File: src/rtl/modinv_sched_pkg.sv
// Shared op codes, FSM state encoding and iteration-bound helpers for the modinv helper scheduler.
package modinv_sched_pkg;

  localparam int DEF_OPERAND_NUM_BITS = 256;
  localparam int MAX_ITER             = 2 * DEF_OPERAND_NUM_BITS;

  typedef enum logic [2:0] {
    OP_INIT   = 3'd0,
    OP_SHR_U  = 3'd1,
    OP_SHR_V  = 3'd2,
    OP_SUB_UV = 3'd3,
    OP_SUB_VU = 3'd4,
    OP_REDUCE = 3'd5
  } op_t;

  typedef enum logic [2:0] {
    ST_IDLE       = 3'd0,
    ST_ISSUE      = 3'd1,
    ST_ARM        = 3'd2,
    ST_WAIT       = 3'd3,
    ST_DECIDE     = 3'd4,
    ST_RED_DECIDE = 3'd5
  } state_t;

  function automatic int max_iter(input int operand_bits);
    return 2 * operand_bits;
  endfunction

endpackage

File: src/rtl/modinv_sched_kcnt.sv
// Saturating up/down iteration counter (k); clear wins, then inc, then dec. Registered zero/max flags.
module modinv_sched_kcnt #(
  parameter int W   = 10,
  parameter int MAX = 512
) (
  input  logic         clk,
  input  logic         rst_n,
  input  logic         i_clr,
  input  logic         i_inc,
  input  logic         i_dec,
  output logic [W-1:0] o_cnt,
  output logic         o_zero,
  output logic         o_max
);

  localparam logic [W-1:0] MAX_V = W'(MAX);

  logic [W-1:0] r_cnt;
  logic         r_zero;
  logic         r_max;
  logic [W-1:0] w_cnt_nxt;

  always_comb begin
    w_cnt_nxt = r_cnt;
    if (i_clr) begin
      w_cnt_nxt = '0;
    end else if (i_inc && (r_cnt != MAX_V)) begin
      w_cnt_nxt = r_cnt + 1'b1;
    end else if (i_dec && (r_cnt != '0)) begin
      w_cnt_nxt = r_cnt - 1'b1;
    end
  end

  // Flags are registered alongside the count so they never lag it.
  always_ff @(posedge clk) begin
    if (!rst_n) begin
      r_cnt  <= '0;
      r_zero <= 1'b1;
      r_max  <= 1'b0;
    end else begin
      r_cnt  <= w_cnt_nxt;
      r_zero <= (w_cnt_nxt == '0);
      r_max  <= (w_cnt_nxt == MAX_V);
    end
  end

  assign o_cnt  = r_cnt;
  assign o_zero = r_zero;
  assign o_max  = r_max;

endmodule

File: src/rtl/modinv_helper_scheduler.sv
// Almost-inverse helper sequencer: INIT, flag-driven loop, k REDUCE passes; 4 cycles + helper latency per op,
// waits on helper_rdy, ignores ena while busy. Optional perf counters under MODINV_SCHED_PERF_EN.
module modinv_helper_scheduler
  import modinv_sched_pkg::*;
#(
  parameter int OPERAND_NUM_BITS = 256,
  parameter int K_CNT_BITS       = $clog2(2 * OPERAND_NUM_BITS + 1)
) (
  input  logic                  clk,
  input  logic                  rst_n,
  input  logic                  ena,
  output logic                  rdy,
  output logic                  err,
  input  logic                  u_is_even,
  input  logic                  v_is_even,
  input  logic                  u_gt_v,
  input  logic                  v_is_one,
  output logic                  helper_ena,
  output logic [2:0]            helper_sel,
  input  logic                  helper_rdy,
  output logic [K_CNT_BITS-1:0] k_cnt,
  output logic                  k_is_nul
`ifdef MODINV_SCHED_PERF_EN
  ,
  output logic [31:0]           perf_cycles,
  output logic [15:0]           perf_ops
`endif
);

  localparam int MAX_ITER_P = max_iter(OPERAND_NUM_BITS);

  state_t r_state;
  state_t w_state_nxt;
  op_t    r_sel;
  op_t    w_sel_nxt;
  logic   r_rdy;
  logic   r_err;
  logic   r_ena;
  logic   w_err_nxt;
  logic   w_k_clr;
  logic   w_k_inc;
  logic   w_k_dec;
  logic   w_k_zero;
  logic   w_k_max;
  logic   w_start;

  modinv_sched_kcnt #(
    .W   (K_CNT_BITS),
    .MAX (MAX_ITER_P)
  ) u_kcnt (
    .clk    (clk),
    .rst_n  (rst_n),
    .i_clr  (w_k_clr),
    .i_inc  (w_k_inc),
    .i_dec  (w_k_dec),
    .o_cnt  (k_cnt),
    .o_zero (w_k_zero),
    .o_max  (w_k_max)
  );

  assign w_start = (r_state == ST_IDLE) && ena;

  always_ff @(posedge clk) begin
    if (!rst_n) begin
      r_state <= ST_IDLE;
    end else begin
      r_state <= w_state_nxt;
    end
  end

  always_comb begin
    w_state_nxt = r_state;
    case (r_state)
      ST_IDLE:       if (ena) w_state_nxt = ST_ISSUE;
      ST_ISSUE:      w_state_nxt = ST_ARM;
      ST_ARM:        w_state_nxt = ST_WAIT;
      ST_WAIT: begin
        if (helper_rdy) begin
          w_state_nxt = (r_sel == OP_REDUCE) ? ST_RED_DECIDE : ST_DECIDE;
        end
      end
      ST_DECIDE: begin
        if (v_is_one)     w_state_nxt = ST_RED_DECIDE;
        else if (w_k_max) w_state_nxt = ST_IDLE;
        else              w_state_nxt = ST_ISSUE;
      end
      ST_RED_DECIDE: w_state_nxt = w_k_zero ? ST_IDLE : ST_ISSUE;
      default:       w_state_nxt = ST_IDLE;
    endcase
  end

  // Op choice follows the almost-inverse priority: shift evens first, then subtract smaller from larger.
  always_comb begin
    w_sel_nxt = r_sel;
    w_err_nxt = r_err;
    w_k_clr   = 1'b0;
    w_k_inc   = 1'b0;
    w_k_dec   = 1'b0;
    case (r_state)
      ST_IDLE: begin
        if (ena) begin
          w_sel_nxt = OP_INIT;
          w_err_nxt = 1'b0;
          w_k_clr   = 1'b1;
        end
      end
      ST_DECIDE: begin
        if (!v_is_one) begin
          if (w_k_max) begin
            w_err_nxt = 1'b1;
          end else begin
            w_k_inc = 1'b1;
            if (u_is_even)      w_sel_nxt = OP_SHR_U;
            else if (v_is_even) w_sel_nxt = OP_SHR_V;
            else if (u_gt_v)    w_sel_nxt = OP_SUB_UV;
            else                w_sel_nxt = OP_SUB_VU;
          end
        end
      end
      ST_RED_DECIDE: begin
        if (!w_k_zero) begin
          w_sel_nxt = OP_REDUCE;
          w_k_dec   = 1'b1;
        end
      end
      default: ;
    endcase
  end

  always_ff @(posedge clk) begin
    if (!rst_n) begin
      r_rdy <= 1'b1;
      r_err <= 1'b0;
      r_ena <= 1'b0;
      r_sel <= OP_INIT;
    end else begin
      r_rdy <= (w_state_nxt == ST_IDLE);
      r_err <= w_err_nxt;
      r_ena <= (w_state_nxt == ST_ISSUE);
      r_sel <= w_sel_nxt;
    end
  end

  assign rdy        = r_rdy;
  assign err        = r_err;
  assign helper_ena = r_ena;
  assign helper_sel = r_sel;
  assign k_is_nul   = w_k_zero;

`ifdef MODINV_SCHED_PERF_EN
  logic [31:0] r_perf_cycles;
  logic [15:0] r_perf_ops;

  always_ff @(posedge clk) begin
    if (!rst_n) begin
      r_perf_cycles <= '0;
      r_perf_ops    <= '0;
    end else if (w_start) begin
      r_perf_cycles <= '0;
      r_perf_ops    <= '0;
    end else begin
      if (!r_rdy && (r_perf_cycles != '1)) r_perf_cycles <= r_perf_cycles + 1'b1;
      if (r_ena)                           r_perf_ops    <= r_perf_ops + 1'b1;
    end
  end

  assign perf_cycles = r_perf_cycles;
  assign perf_ops    = r_perf_ops;
`else
  logic w_unused;
  assign w_unused = w_start;
`endif

endmodule

File: config.mk
export PLATFORM = sky130hd
export DESIGN_NAME = modinv_helper_scheduler
export DESIGN_NICKNAME = d
export VERILOG_FILES = /design/src/rtl/modinv_sched_pkg.sv /design/src/rtl/modinv_sched_kcnt.sv /design/src/rtl/modinv_helper_scheduler.sv
export SDC_FILE = /design/constraint.sdc
export NUM_CORES = 1
export LEC_CHECK = 0
export ABC_AREA = 1
export BUFFER_PORTS_ARGS = -buffer_cell sky130_fd_sc_hd__buf_2
export CORE_MARGIN = 10
export CORE_UTILIZATION = 35
export DETAILED_ROUTE_END_ITERATION = 16
export GPL_ROUTABILITY_DRIVEN = 0
export PLACE_DENSITY_LB_ADDON = 0.1
export SYNTH_ARGS = -nofsm -noshare
export SYNTH_HDL_FRONTEND = slang
export SYNTH_HIERARCHICAL = 1
export SYNTH_SLANG_ARGS = --single-unit
File: constraint.sdc
create_clock -name clk -period 2 [get_ports clk]
set_input_delay 0.2 -clock clk [delete_from_list [all_inputs] [get_ports clk]]
set_output_delay 0.2 -clock clk [all_outputs]
set_load 0.1 [all_outputs]
-- After elaboration in Yosys (flattened, before gate mapping)
Index checks and enable logic that the tools add are counted.
- add/subtract/negate cells: 2
- eq/ne operators: 14
- muxes and demuxes: 29
- reduce and logical (&&, ||, !) cells: 10
- operators by type and width (cell ; count):
    $mux W10 ; 3
    $mux W3 ; 10
    $pmux W3 S6 ; 1
    $mux W1 ; 13
    $add A10 B1 Y10 const B ; 1
    $eq A10 B10 Y1 const B ; 1
    $logic_not A10 Y1 ; 1
    $ne A10 B10 Y1 const B ; 1
    $reduce_bool A10 Y1 ; 1
    $sub A10 B1 Y10 const B ; 1
    $eq A3 B3 Y1 const B ; 3
    $pmux W3 S3 ; 1
    $ne A2 B2 Y1 const B ; 4
    $eq A3 B1 Y1 const B ; 2
    $eq A3 B2 Y1 const B ; 2
    $logic_not A3 Y1 ; 2
    $reduce_and A5 Y1 ; 1
    $reduce_and A4 Y1 ; 1
    $reduce_bool A3 Y1 ; 1
    $logic_and A1 B1 Y1 ; 2
    $ne A2 B1 Y1 const B ; 1
    $pmux W1 S2 ; 1
    $reduce_bool A2 Y1 ; 1
- bits in registers: 21
- input port bits: 8
- word-level logic and storage cells: 63

-- Depth between registers and ports, before layout
- word-level depth: 7
- mapped depth: 16

-- Hierarchy
Netlist, hierarchy kept.
- by module, submodules not included (module ; instances ; cells an instance ; area each (µm²) ; seq. area each (µm²)):
    modinv_sched_kcnt ; 1 ; 179 ; 1119.8 ; 240.2
    modinv_helper_scheduler ; 1 ; 76 ; 498.0 ; 180.2

-- Worst setup path before layout
Ideal clock, no wire load.
- path type: flip-flop to flip-flop
- start: reg u_kcnt.r_cnt[0] (netlist: u_kcnt/o_cnt[0])
- end: reg u_kcnt.r_max (netlist: u_kcnt/o_max)
- library setup time: 62 ps
- arrival time: 2580 ps
- setup slack: -642 ps
- stages on the path, launching flop included: 15
- buffers on the path: 1
- clock period less this slack: 2642 ps
- cell sequence: dfxtp_1 inv_1 ha_1 nand2_4 nor2_8 nand3_4 nand2_4 buf_8 nand2_1 nand2_1 nand3_2 nand2_2 nor2_2 nand2_1 nor2_2
- cells in the longest elaborated chain, start to end: 6
- RTL lines (what ; RTL line ; source):
    start, declared ; modinv_sched_kcnt.sv:18 ; logic [W-1:0] r_cnt;
    start signal, assigned ; modinv_sched_kcnt.sv:41 ; r_cnt <= w_cnt_nxt;
    parallel branches: the longest is 3 deep, another holds $sub A10 B1 Y10 ; -- ;
    $mux W10 (*) ; modinv_sched_kcnt.sv:27 ; end else if (i_inc && (r_cnt != MAX_V)) begin
    $mux W10 (*) ; modinv_sched_kcnt.sv:25 ; if (i_clr) begin
    $eq A10 B10 Y1 (*) ; modinv_sched_kcnt.sv:43 ; r_max <= (w_cnt_nxt == MAX_V);
    end signal, assigned ; modinv_sched_kcnt.sv:43 ;
    end, declared ; modinv_sched_kcnt.sv:20 ; logic r_max;
Every way passes the cells marked *.
A chain may end at the register's enable or synchronous reset.

-- Worst setup path after layout
- start: reg u_kcnt.r_cnt[0] (netlist: u_kcnt/o_cnt[0])
- end: reg u_kcnt.r_zero (netlist: u_kcnt/o_zero)
- cells in the longest elaborated chain, start to end: 6
- RTL lines (what ; RTL line ; source):
    parallel branches: the longest is 3 deep, another holds $sub A10 B1 Y10 ; -- ;
    $mux W10 (*) ; modinv_sched_kcnt.sv:27 ;
    $mux W10 (*) ; modinv_sched_kcnt.sv:25 ;
    $logic_not A10 Y1 (*) ; modinv_sched_kcnt.sv:42 ; r_zero <= (w_cnt_nxt == '0);
    end signal, assigned ; modinv_sched_kcnt.sv:42 ;
    end, declared ; modinv_sched_kcnt.sv:19 ; logic r_zero;
Marked as above.

==> results.toml <==
[outcome]
status = "complete, no violations"

[pwr]
vdd_drop_max_mv = 0.456
powerDensity_nw_per_um2 = 520
total_power_w = 0.000981
p_leak_nw = 1.01

[logic_synthesis]
ys_ff_latch = 21
synth_top_area_frac = 0.260
synth.avg_cell_area_um2 = 6.34
syn_inst = 255
synth_warnings = 6
yosysTopAreaCell = "dfxtp_1"
syn_area_um2 = 1620
yosysSeqAreaShare = 0.260
synth_fp_nets = 265
synth_cell_types = 29
yosys_most_used_dff = "dfxtp_1"
synth_area_leaders = "dfxtp_1 (26%), nand2_1 (18%), nand3_1 (9.9%)"
synth_edf_count = 0
ys_async_sr_fraction = 0

[clock_network]
cts.reportedPaths.clkPinSlew_ns = 0.08
cts_sinks = 21
cts_max_level = 1
tritoncts = "yes"
clock_latency_ns = 0.26
cts-buffers-inserted = 3
post_cts_buffers = 0
cts-root-buf = "clkbuf_8"
max-clock-path-buffers = 2

[sta]
max_slew_margin = 0.676
setup_tns_ns = 0
fin_crit_sh = 0.908
rsz0062_at_grt = "no"
worst_slew_pin_slew_ns = 0.490
setup_viol = 0
hold_viol = 0
drv_slew = 0
max_freq_mhz = 551
skew_ns = 0.00522
timing.final.crit_period_ns = 1.82

[worst_setup_path]
cpMaxStageDelayCell = "dfxtp_4"
cp.arrival_ns = 1.97
critPathRequiredTime_ns = 2.16
path_cells = "inv_1 -> ha_1 -> nand2_4 -> nor2_8 -> nand3_4 -> nand2_4 -> nand2_1 -> nand3_1 -> nand3_1 -> nand2_1 -> inv_1 -> nand3_1 -> nand2_1"
slowest_delay_ns = 0.36
cp_max_fo = 12
path_class = "flip-flop to flip-flop"
crit_path_start_kind = "flip-flop"
critPathTopFamily = "simple AND/OR/NAND/NOR gates"
cp-end-kind = "flip-flop"
reg2reg_slack_ns = 0.18
worst-path-buf-inv = 2

[route]
final_antenna_net_count = 0
viasPerCell = 4.87
dr.pass1.iters = 5
drt_iter0_markers = 58
drt-total-wl_um = 4340
post-route-drc-count = 0
routedWlPerCell_um = 12.9
via_count = 1642

[die]
rows = 24
die-height_um = 88.0
core_area_um2 = 4410
dieArea_um2 = 7740
io_pins = 25
floorplan.initialDensity = 0.366
die_w_um = 88.0

[global_routing]
antenna_found_initial = 0
grt_overflow_total = 0
grt_pass1_wl_um = 7290
track_usage = 0.115
grt_pass1_vias = 1498
grt_start_max_net_pins = 14

[final_layout]
num_antenna_cells = 0
layout_common_cells = "nand2_1 (79), nand3_1 (32), inv_1 (29), nor2_1 (26), buf_2 (24)"
final_common_cell = "nand2_1"
layout.nets = 296
final_area_um2 = 1890
final_cells = 337
drive_above_1_share = 0.256
area_delta_synth_final_pct = 16.6

[placed_design]
dp_cells = 333
dp_hpwl_um = 3510
port_buffers = 24
placed_cell_area_um2 = 1830

[job]
max_cap_viol_count = 0

[hold_path]
hold_class = "input pin to flip-flop"
## worst reg2reg max path: cells and delay by family, from the launching register on
| kind | cells | cell delay, ns |
|---|---|---|
| adders and majority gates | 1 | 0.22 |
| and+or+nand+nor | 10 | 1.04 |
| buffers and inverters | 2 | 0.11 |
| DFF | 1 | 0.36 |
## cell families (layout without fill, tap and decap cells)
kind of cell / after synthesis / after routing / synth area share
simple gates: 173 / 173 / 0.532
fa+ha+maj: 2 / 2 / 0.0155
buf+inv: 38 / 68 / 0.104
xor+xnor: 8 / 8 / 0.0433
flops: 21 / 21 / 0.260
compound gates: 13 / 13 / 0.0449
## stage by stage
step                hold slack, ns  worst slack, ns   util
floorplan                    0.269           0.0122      -
global placement             0.435            0.145  0.414
detailed placement           0.440            0.171  0.414
CTS                          0.152            0.127  0.425
global route                 0.153          0.00338  0.427
finish                       0.167            0.185  0.427
## synthesized netlist by cell type (2+ instances only)
cell type  count
dfxtp_1       21
nand3_2        3
o21ai_0        3
ha_1           2
a21oi_1        7
nor2_8         2
nand3_1       32
nor2_1        26
xnor2_1        2
clkinv_1       2
xor2_1         6
buf_6          2
nor2_2         6
nand2_4        3
nand3b_1       2
nand4_1        6
nand2_2        7
inv_1         29
inv_2          3
nor3_1         4
nand2_1       79
## path summary, 6_finish.rpt
path | endpoint | start | cells after the start
hold / removal | rdy | rst_n | 2
hold reg to reg | err | err | 2
setup / recovery | u_kcnt/o_zero | u_kcnt/o_cnt[0] | 13
setup reg to reg | u_kcnt/o_zero | u_kcnt/o_cnt[0] | 13
## power breakdown
part	total, W	internal (W)	leakage, nW	switching [W]
clock network	0.000282	0.000141	0.0217	0.000141
logic	0.000249	0.0000589	0.813	0.000190
registers	0.000450	0.000433	0.176	0.0000171
## cell type report
type / count / area (um^2)
Clock buffer: 3 / 41.3
Tap cell: 52 / 65.1
Fill cell: 479 / 2530
Inverter: 34 / 134
Timing Repair Buffer: 30 / 165
Clock inverter: 1 / 7.51
Sequential cell: 21 / 439
Multi-Input combinational cell: 196 / 1030
## layer usage
| metal | global-route usage | part of all wire | vias to the layer above | routed length [um] |
|---|---|---|---|---|
| li1 | - | - | 870 | - |
| met1 | 0.170 | 0.51 | 725 | 2220 |
| met2 | 0.163 | 0.43 | 45 | 1870 |
| met3 | 0.0288 | 0.052 | 2 | 227 |
| met4 | 0.0203 | 0.0046 | 0 | 20 |
| met5 | 0 | 0 | - | 0 |
## sequential cells by signal, indices dropped and copies added (netlist names)
name,cells
err,1
helper_ena,1
helper_sel,3
r_state,3
rdy,1
u_kcnt/o_cnt,10
u_kcnt/o_max,1
u_kcnt/o_zero,1
## repair_timing
item,CTS,global route
resized for setup,0,3
endpoints found under the setup margin,0,2
hold buffers,0,0
Note: power is estimated with default switching activity, not from simulation.
